File: config.mk
export PLATFORM = sky130hd
export DESIGN_NAME = iram_arbiter
export DESIGN_NICKNAME = d
export VERILOG_FILES = /design/src/rtl/iram_pkg.sv /design/src/rtl/iram_rr_arb.sv /design/src/rtl/iram_arbiter.sv
export SDC_FILE = /design/constraint.sdc
export NUM_CORES = 1
export LEC_CHECK = 0
export ABC_AREA = 1
export BUFFER_PORTS_ARGS = -buffer_cell sky130_fd_sc_hd__buf_2
export CAP_MARGIN = 20
export CORE_MARGIN = 2
export CORE_UTILIZATION = 46
export CTS_CLUSTER_SIZE = 14
export DETAILED_ROUTE_END_ITERATION = 16
export PLACE_DENSITY_LB_ADDON = 0.12
export RECOVER_POWER = 25
export SLEW_MARGIN = 20
export SYNTH_ARGS = -nofsm -noshare
export SYNTH_HDL_FRONTEND = slang
export SYNTH_HIERARCHICAL = 1
export SYNTH_SLANG_ARGS = --single-unit
File: constraint.sdc
create_clock -name clk -period 2.15 [get_ports clk]
set_input_delay 0.43 -clock clk [delete_from_list [all_inputs] [get_ports clk]]
set_output_delay 0.43 -clock clk [all_outputs]
set_load 0.1 [all_outputs]
File: src/rtl/iram_pkg.sv
// Shared definitions for the IRAM arbiter: default geometry, FSM states, port ids.
package iram_pkg;

  localparam int unsigned IRAM_ADDR_W = 9;
  localparam int unsigned IRAM_DATA_W = 9;
  localparam int unsigned IRAM_DEPTH  = 512;

  typedef enum logic {
    ST_BOOT = 1'b0,
    ST_RUN  = 1'b1
  } state_t;

  typedef enum logic {
    PORT_F = 1'b0,
    PORT_L = 1'b1
  } port_t;

endpackage

File: src/rtl/iram_rr_arb.sv
// Two-way grant logic for fetch/loader: loader-only while booting, then
// round-robin (or loader-fixed priority) with a last-granted pointer.
module iram_rr_arb
  import iram_pkg::*;
#(
  parameter int unsigned FIXED_PRI = 0
) (
  input  logic clk,
  input  logic rst_n,
  input  logic run,
  input  logic f_req,
  input  logic l_req,
  output logic f_gnt,
  output logic l_gnt
);

  port_t last;

  // Combinational grant from current requests and last-granted pointer.
  always_comb begin
    f_gnt = 1'b0;
    l_gnt = 1'b0;
    if (!run) begin
      l_gnt = l_req;
    end else if (FIXED_PRI != 0) begin
      l_gnt = l_req;
      f_gnt = f_req & ~l_req;
    end else if (f_req && l_req) begin
      if (last == PORT_F) l_gnt = 1'b1;
      else                f_gnt = 1'b1;
    end else begin
      f_gnt = f_req;
      l_gnt = l_req;
    end
  end

  // Last-granted pointer moves only when a grant is issued.
  always_ff @(posedge clk or negedge rst_n) begin
    if (!rst_n)     last <= PORT_F;
    else if (f_gnt) last <= PORT_F;
    else if (l_gnt) last <= PORT_L;
  end

endmodule

File: src/rtl/iram_arbiter.sv
// Shares the single-port IRAM between the core fetch port and the program
// loader, sequencing boot (loader only) before enabling the core.
module iram_arbiter
  import iram_pkg::*;
#(
  parameter int unsigned ADDR_W    = IRAM_ADDR_W,
  parameter int unsigned DATA_W    = IRAM_DATA_W,
  parameter int unsigned DEPTH     = IRAM_DEPTH,
  parameter int unsigned FIXED_PRI = 0
) (
  input  logic              clk,
  input  logic              rst_n,
  input  logic              f_req,
  input  logic [ADDR_W-1:0] f_addr,
  output logic              f_gnt,
  output logic              f_rvalid,
  output logic [DATA_W-1:0] f_rdata,
  input  logic              l_req,
  input  logic              l_we,
  input  logic [ADDR_W-1:0] l_addr,
  input  logic [DATA_W-1:0] l_wdata,
  output logic              l_gnt,
  output logic              l_rvalid,
  output logic [DATA_W-1:0] l_rdata,
  input  logic              load_done,
  output logic              core_en,
  output logic              addr_err,
  output logic              iram_read,
  output logic [ADDR_W-1:0] iram_addr,
  output logic [DATA_W-1:0] iram_din,
  input  logic [DATA_W-1:0] iram_dout
);

  state_t            state, state_d;
  logic              gnt_any, gnt_wr, gnt_oor;
  logic [ADDR_W-1:0] gnt_addr;
  logic              s1_rd, s1_oor, s2_oor;
  port_t             s1_port;
  logic [DATA_W-1:0] rd_live, f_hold, l_hold;

  iram_rr_arb #(.FIXED_PRI(FIXED_PRI)) u_arb (
    .clk   (clk),
    .rst_n (rst_n),
    .run   (state == ST_RUN),
    .f_req (f_req),
    .l_req (l_req),
    .f_gnt (f_gnt),
    .l_gnt (l_gnt)
  );

  // Selected access for this cycle; fetch is read-only so only a loader grant can write.
  always_comb begin
    gnt_any  = f_gnt | l_gnt;
    gnt_addr = l_gnt ? l_addr : f_addr;
    gnt_wr   = l_gnt & l_we;
    gnt_oor  = (32'(gnt_addr) >= DEPTH);
  end

  // Boot sequencing: leave BOOT once the loader is done and idle this cycle.
  always_comb begin
    state_d = state;
    if (state == ST_BOOT && load_done && !l_gnt) state_d = ST_RUN;
  end

  // State register; core_en follows the registered state.
  always_ff @(posedge clk or negedge rst_n) begin
    if (!rst_n) begin
      state   <= ST_BOOT;
      core_en <= 1'b0;
    end else begin
      state   <= state_d;
      core_en <= (state_d == ST_RUN);
    end
  end

  // Registered IRAM drive; out-of-range writes are turned into harmless reads.
  always_ff @(posedge clk or negedge rst_n) begin
    if (!rst_n) begin
      iram_read <= 1'b1;
      iram_addr <= '0;
      iram_din  <= '0;
    end else begin
      iram_read <= 1'b1;
      if (gnt_any) iram_addr <= gnt_addr;
      if (gnt_wr && !gnt_oor) begin
        iram_read <= 1'b0;
        iram_din  <= l_wdata;
      end
    end
  end

  // Response pipe: stage 1 aligns with IRAM drive, stage 2 with iram_dout.
  always_ff @(posedge clk or negedge rst_n) begin
    if (!rst_n) begin
      s1_rd    <= 1'b0;
      s1_port  <= PORT_F;
      s1_oor   <= 1'b0;
      s2_oor   <= 1'b0;
      addr_err <= 1'b0;
      f_rvalid <= 1'b0;
      l_rvalid <= 1'b0;
    end else begin
      s1_rd    <= gnt_any & ~gnt_wr;
      s1_port  <= l_gnt ? PORT_L : PORT_F;
      s1_oor   <= gnt_oor;
      addr_err <= gnt_any & gnt_oor;
      s2_oor   <= s1_oor;
      f_rvalid <= s1_rd && (s1_port == PORT_F);
      l_rvalid <= s1_rd && (s1_port == PORT_L);
    end
  end

  // iram_dout is already the IRAM's output register, so it is passed through
  // during the rvalid cycle and captured into a hold register for later cycles.
  always_comb begin
    rd_live = s2_oor ? '0 : iram_dout;
    f_rdata = f_rvalid ? rd_live : f_hold;
    l_rdata = l_rvalid ? rd_live : l_hold;
  end

  // Hold last returned data per port between rvalid pulses.
  always_ff @(posedge clk or negedge rst_n) begin
    if (!rst_n) begin
      f_hold <= '0;
      l_hold <= '0;
    end else begin
      if (f_rvalid) f_hold <= rd_live;
      if (l_rvalid) l_hold <= rd_live;
    end
  end

endmodule

Yosys cells after proc, flatten, opt, wreduce, memory -nomap -nowiden
Cells that the tools add are included.
{"block": "totals", "ff_bits": 43, "input_bits": 42, "output_inout_bits": 43, "word_cells": 37}
{"block": "classes", "n_mux": 13, "n_bitwise": 6, "reduce_logical": 7}
{"operator": "$mux 9", "count": 3}
{"operator": "$mux 1", "count": 10}
{"operator": "$logic_and 1x1->1", "count": 5}
{"operator": "$not 1->1", "count": 3}
{"operator": "$and 1x1->1", "count": 2}
{"operator": "$reduce_bool 2->1", "count": 1}
{"operator": "$logic_not 1->1", "count": 1}
{"operator": "$or 1x1->1", "count": 1}

Logic depth before layout (Yosys ltp)
{"block": "logic_depth", "ltp_word": 6, "mapped_depth": 7, "mapped_depth_nobuf": 6}

Cells and area by module
The synthesis kept the hierarchy.
{"module": "iram_arbiter", "instances": 1, "cells_each": 178, "area_per_inst_um2": 1661.6, "seq_area_each_um2": 1052.3}
{"module": "iram_rr_arb", "instances": 1, "cells_each": 12, "area_per_inst_um2": 68.8, "seq_area_each_um2": 25.0}

Least setup slack after synthesis
Ideal clock, no wire load.
{"block": "synth_timing", "kind": "register to output", "from": "register f_rvalid", "to": "output f_rdata[0]", "arrival_time_ps": 3174, "t_required_ps": 1720, "setup_slack_ps": -1454, "path_stages_with_launch": 3, "path_buffers": 1, "path_cell_list": "dfrtp_1 > clkbuf_2 > o21ai_0"}
{"block": "synth_via", "elab_chain_len": 1}
{"element": "from (decl)", "line_no": "iram_arbiter.sv:16", "source": "output logic f_rvalid,"}
{"element": "from (signal assigned)", "line_no": "iram_arbiter.sv:108", "source": "f_rvalid <= s1_rd && (s1_port == PORT_F);"}
{"element": "$mux 9", "line_no": "iram_arbiter.sv:117", "source": "f_rdata = f_rvalid ? rd_live : f_hold;"}
{"element": "to (decl)", "line_no": "iram_arbiter.sv:17", "source": "output logic [DATA_W-1:0] f_rdata,"}
Every way passes these cells.

Final worst setup path
{"block": "layout_timing", "from": "register l_rvalid", "to": "output l_rdata[5]"}
{"block": "layout_via", "elab_chain_len": 1}
{"element": "from (decl)", "line_no": "iram_arbiter.sv:23", "source": "output logic l_rvalid,"}
{"element": "from (signal assigned)", "line_no": "iram_arbiter.sv:109", "source": "l_rvalid <= s1_rd && (s1_port == PORT_L);"}
{"element": "$mux 9", "line_no": "iram_arbiter.sv:118", "source": "l_rdata = l_rvalid ? rd_live : l_hold;"}
{"element": "to (decl)", "line_no": "iram_arbiter.sv:24", "source": "output logic [DATA_W-1:0] l_rdata,"}
Every way passes these cells.

==> impl_metrics.json <==
{
  "clk_pin_slew_ps": 80,
  "min-delay-start": "load_done",
  "start_util_pct": 47.6,
  "clk_latency_ps": 290,
  "synthesis.area_mm2": 0.00173,
  "p_per_area_mw_per_mm2": 1570,
  "required_ps": 1720,
  "r2r_cells": 7,
  "synth.avg_cell_area_um2": 9.11,
  "p_int_w": 0.00158,
  "holdWs_ps": 342,
  "antenna_left": 0,
  "dp_hpwl_um": 2890,
  "clock_skew_ps": 5.19,
  "hp-class": "in -> reg",
  "tightest_slew_ps": 1520,
  "synthDistinctLibCells": 18,
  "postCtsHoldBufs": 0,
  "die_x_um": 65.3,
  "cts_setup_buffers": 0,
  "gp_congestion": 0.702,
  "layout_min_cycle_time_ps": 2040,
  "io_pins": 85,
  "numCtsBuffers": 5,
  "cts_max_level": 2,
  "timing.rr.start": "state",
  "antenna_found_initial": 0,
  "rows": 22,
  "place_ws_ps": 416,
  "stdcell_count": 324,
  "slew_headroom_pct": -1.59,
  "critPathLaunch": "l_rvalid",
  "synth_seq_cells": 43,
  "drv_slew": 31,
  "failed_checks": "max-capacitance violations, max-slew violations",
  "yosysSeqAreaShare_pct": 62.3,
  "p_total_w": 0.00377,
  "hold_viol_final": 0,
  "pwr-share-comb_pct": 56.5,
  "cp-end-kind": "output pin",
  "crit_fanout": 19,
  "ir_worst_vdd_mv": 0.691,
  "die_h_um": 65.3,
  "setup_viol": 0,
  "grt_pass1_wl_um": 6590,
  "syn_nets": 232,
  "dr.pass1.iters": 4,
  "yosysWarnings": 6,
  "setup.worst_path.start_class": "flop",
  "drive_gt1_share_pct": 43.5,
  "p_switching_w": 0.00218,
  "die-area_mm2": 0.00427,
  "cts_tree": "built",
  "dp_cells": 316,
  "clock.fmax_mhz": 491,
  "wl_um": 3750,
  "grt.total_usage_pct": 20.4,
  "cts.sinks": 43,
  "antenna_cells": 0,
  "drc": 0,
  "cp.arrival_ps": 1610,
  "status": "finished, violations left",
  "drtIter0Drc": 80,
  "layout_common_cells": "79 x buf_2, 60 x nand2_1, 39 x dfrtp_1, 28 x nand3_1, 23 x inv_1",
  "critPathKind": "reg -> out",
  "clock_power_share_pct": 13.7,
  "root_buffer": "clkbuf_8",
  "fin_crit_sh_pct": 94.7,
  "cts_resized": 0,
  "grt_max_degree": 31,
  "overflow": 0,
  "swShare_pct": 58.0,
  "post-route-worst-setup-slack_ps": 114,
  "rrSetupSlack_ps": 630,
  "min_to": "state",
  "grt_pass1_vias": 1465,
  "postSynthCellCount": 190,
  "clockBufferDepth": 2,
  "layout_commonest_cell": "buf_2",
  "fin_nets": 317,
  "vias_per_cell": 4.62,
  "syn_to_final_growth_pct": 38.2,
  "design_area_mm2": 0.00239,
  "p_leak_nw": 1.31,
  "portBuffers": 83,
  "vias": 1498,
  "wl_per_cell_um": 11.6,
  "regToRegEndpoint": "iram_addr[0]",
  "max_cap_violations": 1,
  "p_seq_share_pct": 29.8,
  "rsz0062_at_grt": "false",
  "core_mm2": 0.00363,
  "post_dp_cell_area_mm2": 0.00229,
  "holdPathStages": 2
}
power by group through the flow:
stage,Sequential (W),Clock (W),Combinational [W]
finish,0.00112,0.000517,0.00213
global route,0.00115,0.000576,0.00222
CTS,0.00112,0.000529,0.00214
detailed placement,0.00114,0,0.00214
global placement,0.00113,0,0.00212
floorplan,0.00168,0,0.00125
layer usage:
| metal | up-vias | GRT usage (%) | routed length [um] |
|---|---|---|---|
| li1 | 767 | - | - |
| met1 | 671 | 26.0 | 1600 |
| met2 | 55 | 32.9 | 1830 |
| met3 | 5 | 7.19 | 285 |
| met4 | 0 | 6.25 | 42 |
| met5 | - | 0 | 0 |
layout make-up:
class,count,area [um^2]
tap,48,60.1
multi-input combinational,114,603
timing repair buffer,87,464
clock buffer,7,86.3
clock inverter,1,5.00
inverter,24,90.1
sequential,43,1080
fill,327,1240
logic make-up (layout without fill, tap and decap cells):
group                  count (synthesis)  count (layout)  synth area share [%]
other                                  1               1                 0.217
AND/OR/NAND/NOR                       92              92                  22.8
buffers and inverters                 33             119                  8.46
flip-flops                            43              43                  62.3
AO/OA/AOI/OAI                         21              21                  6.22
sequential cells by signal, summed over array words and instances (netlist names):
| register | cells |
|---|---|
| iram_addr | 9 |
| s1_rd | 1 |
| s1_port | 1 |
| iram_din | 9 |
| l_rvalid | 1 |
| f_hold | 9 |
| state | 1 |
| l_hold | 9 |
| f_rvalid | 1 |
| iram_read | 1 |
| u_arb/last | 1 |
Yosys cell counts (all sizes together):
master	instances	share of area [%]
clkbuf	2	0.58
nand2	62	14
inv	24	5.2
dfrtp	42	61
conb	1	0.22
buf	7	2.7
dfstp	1	1.5
a21oi	2	0.58
nor2	2	0.87
o21ai	18	5.2
nand3	28	8.1
a21o	1	0.43
through the flow:
step	setup TNS [ps]	util, %
finish	0	65.8
global route	0	65.8
CTS	0	65.7
floorplan	-646	-
global placement	0	63.2
detailed placement	0	63.2
worst max-delay path by stage:
stage                             to  depth (start not counted)
after detailed placement  f_rdata[7]                          3
final                     l_rdata[5]                          3
after global routing      l_rdata[6]                          3
after floorplan           f_rdata[0]                          2
after CTS                 f_rdata[7]                          3
after global placement    l_rdata[5]                          3
worst max-delay path: stages, from the launching register on:
cell and delay, ps:
dfrtp_2 630, nand2_1 160, o21ai_4 80, buf_2 440
(Power assumes the default switching activity.)
